**config.mk**
```make
export PLATFORM = sky130hd
export DESIGN_NAME = uart_frame_writer
export DESIGN_NICKNAME = d
export VERILOG_FILES = /design/src/rtl/uart_frame_writer.sv
export SDC_FILE = /design/constraint.sdc
export NUM_CORES = 1
export LEC_CHECK = 0
export CORE_UTILIZATION = 54
export CTS_BUF_LIST = sky130_fd_sc_hd__clkbuf_8 sky130_fd_sc_hd__clkbuf_16
export DETAILED_ROUTE_END_ITERATION = 16
export PLACE_DENSITY = 0.86
export SLEW_MARGIN = 20
export SYNTH_ARGS = -nofsm -noshare
export SYNTH_HDL_FRONTEND = slang
export SYNTH_SLANG_ARGS = --single-unit
```
**constraint.sdc**
```tcl
create_clock -name clk -period 4.3 [get_ports clk]
set_clock_uncertainty 0.1 [all_clocks]
set_input_delay 0.645 -clock clk [delete_from_list [all_inputs] [get_ports clk]]
set_output_delay 0.645 -clock clk [all_outputs]
set_load 0.01 [all_outputs]
```
**src/rtl/uart_frame_writer.sv**
```systemverilog
// rtl/uart_frame_writer.sv - UART byte stream to RAM frame writer with header skip and word packing
module uart_frame_writer #(
    parameter int DATA_W     = 8,
    parameter int ADDR_W     = 18,
    parameter int DEPTH      = 262144,
    parameter int HEADER_LEN = 15,
    parameter int OVF_W      = 8
) (
    input  logic              clk,
    input  logic              rst_n,
    input  logic              start,
    input  logic              rx_tick,
    input  logic [7:0]        rx_data,
    output logic              wen,
    output logic [ADDR_W-1:0] addr,
    output logic [DATA_W-1:0] dout,
    output logic              busy,
    output logic              fin,
    output logic [OVF_W-1:0]  ovf_cnt
);

    localparam int BPW = DATA_W / 8;
    localparam int BW  = (BPW > 1) ? $clog2(BPW) : 1;
    localparam int HW  = (HEADER_LEN > 0) ? $clog2(HEADER_LEN + 1) : 1;
    localparam int WW  = ADDR_W + 1;

    localparam logic [BW-1:0] LAST_BYTE = BW'(BPW - 1);
    localparam logic [HW-1:0] LAST_HDR  = HW'((HEADER_LEN > 0) ? HEADER_LEN - 1 : 0);
    localparam logic [WW-1:0] LAST_WORD = WW'(DEPTH - 1);

    typedef enum logic [1:0] {IDLE, HEADER, STORE, DONE} state_t;

    localparam state_t ARM_STATE = (HEADER_LEN == 0) ? STORE : HEADER;

    state_t             state_q, state_d;
    logic [HW-1:0]      hdr_cnt_q, hdr_cnt_d;
    logic [BW-1:0]      byte_idx_q, byte_idx_d;
    logic [WW-1:0]      word_cnt_q, word_cnt_d;
    logic [DATA_W-1:0]  pack_q, pack_d;
    logic [DATA_W-1:0]  dout_q, dout_d;
    logic               wen_q, wen_d;
    logic               fin_q, fin_d;
    logic [OVF_W-1:0]   ovf_q, ovf_d;
    logic [DATA_W-1:0]  merged;
    logic               last_wen;

    // The word counter doubles as the write address; it advances the cycle after each wen.
    assign addr     = word_cnt_q[ADDR_W-1:0];
    assign wen      = wen_q;
    assign dout     = dout_q;
    assign fin      = fin_q;
    assign ovf_cnt  = ovf_q;
    assign busy     = (state_q == HEADER) || (state_q == STORE);
    assign last_wen = wen_q && (word_cnt_q == LAST_WORD);

    always_comb begin
        merged = pack_q;
        for (int i = 0; i < BPW; i++) begin
            if (byte_idx_q == BW'(i)) begin
                merged[i*8 +: 8] = rx_data;
            end
        end
    end

    always_comb begin
        state_d    = state_q;
        hdr_cnt_d  = hdr_cnt_q;
        byte_idx_d = byte_idx_q;
        word_cnt_d = word_cnt_q;
        pack_d     = pack_q;
        dout_d     = dout_q;
        wen_d      = 1'b0;
        fin_d      = fin_q;
        ovf_d      = ovf_q;

        if (start) begin
            state_d    = ARM_STATE;
            hdr_cnt_d  = '0;
            byte_idx_d = '0;
            word_cnt_d = '0;
            pack_d     = '0;
            fin_d      = 1'b0;
            ovf_d      = '0;
        end else begin
            unique case (state_q)
                IDLE: ;
                HEADER: begin
                    if (rx_tick) begin
                        if (hdr_cnt_q == LAST_HDR) begin
                            hdr_cnt_d = '0;
                            state_d   = STORE;
                        end else begin
                            hdr_cnt_d = hdr_cnt_q + HW'(1);
                        end
                    end
                end
                STORE: begin
                    if (wen_q) begin
                        if (last_wen) begin
                            state_d    = DONE;
                            fin_d      = 1'b1;
                            word_cnt_d = '0;
                        end else begin
                            word_cnt_d = word_cnt_q + WW'(1);
                        end
                    end
                    // Bytes arriving while the final word is being written belong to no frame.
                    if (rx_tick && !last_wen) begin
                        pack_d = merged;
                        if (byte_idx_q == LAST_BYTE) begin
                            byte_idx_d = '0;
                            wen_d      = 1'b1;
                            dout_d     = merged;
                        end else begin
                            byte_idx_d = byte_idx_q + BW'(1);
                        end
                    end
                end
                DONE: begin
                    if (rx_tick && (ovf_q != {OVF_W{1'b1}})) begin
                        ovf_d = ovf_q + OVF_W'(1);
                    end
                end
                default: state_d = IDLE;
            endcase
        end
    end

    always_ff @(posedge clk) begin
        if (!rst_n) begin
            state_q    <= IDLE;
            hdr_cnt_q  <= '0;
            byte_idx_q <= '0;
            word_cnt_q <= '0;
            pack_q     <= '0;
            dout_q     <= '0;
            wen_q      <= 1'b0;
            fin_q      <= 1'b0;
            ovf_q      <= '0;
        end else begin
            state_q    <= state_d;
            hdr_cnt_q  <= hdr_cnt_d;
            byte_idx_q <= byte_idx_d;
            word_cnt_q <= word_cnt_d;
            pack_q     <= pack_d;
            dout_q     <= dout_d;
            wen_q      <= wen_d;
            fin_q      <= fin_d;
            ovf_q      <= ovf_d;
        end
    end

endmodule

```
# Word level (Yosys, flattened, before mapping)
# Index checks and enable logic that the tools add are counted.
dict set report totals {
  out_inout_bits 37
  reg_bits 52
  in_bits 12
  wordCells 61
}
dict set report classes {
  n_mux 11
  bitwise 5
  eq_ne 14
  n_reduce_logical 17
  add_sub_neg 4
}
# operator n
set op_table {}
lappend op_table {{$add 19x1->19 const B} 1}
lappend op_table {{$eq 19x18->1 const B} 1}
lappend op_table {{$mux 19} 1}
lappend op_table {{$reduce_and 5->1} 2}
lappend op_table {{$ne 3x3->1 const B} 3}
lappend op_table {{$add 8x1->8 const B} 1}
lappend op_table {{$mux 2} 4}
lappend op_table {{$mux 8} 1}
lappend op_table {{$ne 8x8->1 const B} 1}
lappend op_table {{$reduce_and 2->1} 4}
lappend op_table {{$ne 2x2->1 const B} 3}
lappend op_table {{$not 1->1} 5}
lappend op_table {{$add 4x1->4 const B} 1}
lappend op_table {{$eq 2x2->1 const B} 2}
lappend op_table {{$eq 4x4->1 const B} 1}
lappend op_table {{$mux 4} 1}
lappend op_table {{$pmux 2 s2} 1}
lappend op_table {{$reduce_and 4->1} 1}
lappend op_table {{$reduce_or 4->1} 1}
lappend op_table {{$logic_and 1x1->1} 3}
lappend op_table {{$mux 1} 3}
lappend op_table {{$ne 3x2->1 const B} 1}
lappend op_table {{$reduce_and 3->1} 1}
lappend op_table {{$reduce_bool 3->1} 1}
lappend op_table {{other kinds (7)} 7}

# Depth between registers and ports, before layout
dict set report logic_depth {
  word_depth 6
  ltp_mapped 7
  mapped_depth_nobuf 6
}

# Worst setup path before layout
# Ideal clock, no wire load.
dict set report synth_timing {
  path_kind {reg-to-reg}
  from {register word_cnt_q[0]}
  to {register word_cnt_q[11]}
  required_ns 4.085
  synth_period_minus_slack_ns 1.961
  setup_time_ns 0.115
  n_path_buf 1
  stages_incl_launch_ff 7
  arrival_time_ns 1.746
  path_slack_ns 2.339
  cell_sequence {dfxtp_1 ha_1 nand4b_1 or3_1 o31ai_4 buf_6 nor2_1}
}
dict set report synth_between {
  elab_chain_len 3
  elab_cells_between_ends 4
  classes_between {1 x add/sub; 1 x eq/ne; 1 x mux; 1 x reduce/logical}
}
# element line_no
set synth_lines {}
lappend synth_lines {{from (decl)} 38} ;# logic [WW-1:0] word_cnt_q, word_cnt_d;
lappend synth_lines {{from (signal assigned)} 144} ;# word_cnt_q <= word_cnt_d;
lappend synth_lines {{parallel branches: the longest is 2 deep, another holds $add 19x1->19} --}
lappend synth_lines {{$mux 19 *} 99} ;# if (last_wen) begin
# Mark *: on every way between the ends.
# A chain may end at the register's enable or synchronous reset.

# Final worst setup path
dict set report layout_timing {
  from {register state_q[0]}
  to {output busy}
}
dict set report layout_between {
  elab_chain_len 2
  elab_cells_between_ends 3
  classes_between {2 x eq/ne; 1 x reduce/logical}
}
# element line_no
set layout_lines {}
lappend layout_lines {{from (decl)} 35} ;# state_t state_q, state_d;
lappend layout_lines {{from (signal assigned)} 141} ;# state_q <= state_d;
lappend layout_lines {{$eq 2x1->1 or $eq 2x2->1 (tied branches)} 53} ;# assign busy = (state_q == HEADER) || (state_q == STORE);
lappend layout_lines {{$logic_or 1x1->1 *} 53}
lappend layout_lines {{to (decl)} 17} ;# output logic busy,
# Every way passes the cells marked *; elsewhere a longest branch is shown, timed or not.

==> qor.yml <==
status: "complete, no violations"
nets: 297
clock_power_share_pct: 42.6
synth.top_cell.area_share_pct: 38.9
async_flop_share_pct: 0
synth_edf_count: 0
initial_utilization_pct: 58.2
drc: 0
clkSlewWorstSetupHoldPaths_ns: 0.08
grt_max_degree: 20
combPwrFrac_pct: 4.1
relSlewSlack_pct: 55.5
gp_congestion: 0.802
viasPerCell: 5.50
end_kind: "output port"
post-route-period-util_pct: 54.9
wl_per_cell_um: 12.8
cts_tree: "yes"
yosys_warnings: 0
synth_top_area_cell: "dfxtp_1"
irDropWorstVdd_mv: 0.222
required_ns: 3.56
dp_hpwl_um: 3080
drt_first_pass_iters: 4
totalPowerFinal_mw: 0.751
cts_htree_levels: 2
slew_violations: 0
maxCapViolCount: 0
clock-sinks: 43
tightest_slew_ns: 0.666
num_rows: 22
drt_iter0_drc: 60
cts_hold_buf: 0
fp.dieW_um: 66.0
grt_pass1_vias: 1637
hold_viol_final: 0
seq_area_frac_synth_pct: 38.9
critPathKind: "reg -> out"
internal_power_mw: 0.602
final_cell_mix: "clkdlybuf4s50_1 (48), dfxtp_1 (43), nand2_1 (30)"
p_per_area_nw_per_um2: 282
grt_pass1_wl_um: 7030
postCtsSetupRepairBufs: 0
clk_path_buf_depth: 2
final_common_cell: "clkdlybuf4s50_1"
synthFlopType: "dfxtp_1"
routed_wl_um: 4230
synth_area_um2: 2210
drive_gt1_share_pct: 5.69
fill_cells: 314
startpoint: "state_q[0]"
port_buffers: 48
syn-num-nets: 271
die_area_um2: 4350
setup_viol: 0
boundaryPins: 49
layout_min_cycle_time_ns: 2.36
post-route-cell-area_um2: 2660
critPathMaxFanout: 4
yosys-top-cells-area: "dfxtp_1 (39%), buf_4 (6.8%), xnor2_1 (6.7%)"
grt-ovfl-total: 0
syn_avg_cell_area_um2: 8.70
swShare_pct: 19.8
cts_resized: 0
die-height_um: 66.0
n_antenna_cell: 0
numCtsBuffers: 5
drtAntennaViolNets: 0
fmaxAchievable_ghz: 0.424
setup_tns_ns: 0
ys_seq_elements: 43
root_buffer: "clkbuf_8"
core_region_area_um2: 3800
p_sw_mw: 0.149
clk_latency_ns: 0.30
r2r_start: "word_cnt_q[0]"
antenna_found_initial: 0
rsz0062_at_grt: "false"
place_area_um2: 2540
ys_types: 41
arrival_ns: 1.62
hold_path.class: "reg -> reg"
cp-start-kind: "flop"
worstHoldStart: "word_cnt_q[18]"
syn-instance-count: 254
syn_to_final_growth_pct: 20.4
num_vias: 1808
p_leak_nw: 0.847
p_seq_share_pct: 53.3
track_usage_pct: 20.9
kinds of logic after synthesis:
family                   count (synthesis)  share of synthesized area, %
XOR/XNOR                                17                          6.73
adder cells (fa/ha/maj)                  5                          2.83
AO/OA/AOI/OAI                           37                          11.8
buffers and inverters                   39                          11.0
multiplexers                             9                          4.07
flip-flops                              43                          38.9
AND/OR/NAND/NOR                        104                          24.6
registers in the layout (all words and copies together), names as in the netlist:
name,cells
word_cnt_q,19
wen,1
fin,1
ovf_cnt,8
dout,8
hdr_cnt_q,4
state_q,2
critical path: stages, from the launching register on:
cell             delay [ns]
dfxtp_1                0.39
inv_1                  0.06
ha_1                   0.29
inv_1                  0.06
clkdlybuf4s50_1        0.52
worst paths after layout:
kind / depth (start not counted) / to / slack (ns)
hold reg to reg: 2 / word_cnt_q[18] / 0.35
setup / recovery: 4 / busy / 1.94
setup reg to reg: 5 / word_cnt_q[2] / 2.00
hold / removal: 2 / word_cnt_q[18] / 0.35
Yosys cell counts, drive strengths merged, types with 3 or more instances:
master	instances
xnor2	17
nor3	6
o21ai	8
a31oi	3
o41ai	3
nor4	5
a21oi	12
inv	10
or3	7
clkbuf	6
nand4	5
nand2	30
ha	5
mux2i	9
nand3	9
buf	23
dfxtp	43
nor2	28
or4	3
area by class of cell:
cell class	count	area, µm²	share of cell area [%]
clock inverters	2	35.0	1.32
inverters	10	37.5	1.41
multi-input cells	172	1110	41.5
repair buffers	48	480	18.0
well taps	48	60.1	2.26
flip-flops and latches	43	861	32.3
clock buffers	6	82.6	3.10
metal layers:
metal | GRT usage (%) | wire length, µm | vias up
met5 | 0 | 0 | -
met4 | 7.98 | 74 | 0
met3 | 5.52 | 255 | 10
met2 | 35.3 | 1930 | 46
met1 | 25.1 | 1960 | 834
li1 | - | - | 918
power groups by stage:
stage	clock [mW]	sequential [mW]	combinational, mW
6_report	0.320	0.400	0.0307
5_1_grt	0.346	0.400	0.0338
4_1_cts	0.327	0.400	0.0309
3_5_place_dp	0	0.410	0.0306
3_3_place_gp	0	0.410	0.0302
2_1_floorplan	0	0.409	0.0171
stage by stage:
| step | util [%] | hold WS [ns] | instances | setup slack, ns |
|---|---|---|---|---|
| floorplan | - | 0.311 | 254 | 2.34 |
| global placement | 67.0 | 0.342 | 321 | 1.70 |
| detailed placement | 67.0 | 0.339 | 321 | 1.65 |
| CTS | 70.1 | 0.350 | 329 | 1.93 |
| global route | 70.1 | 0.374 | 329 | 1.80 |
| finish | 70.1 | 0.353 | 329 | 1.94 |
Power figures use the tool's default switching activity.
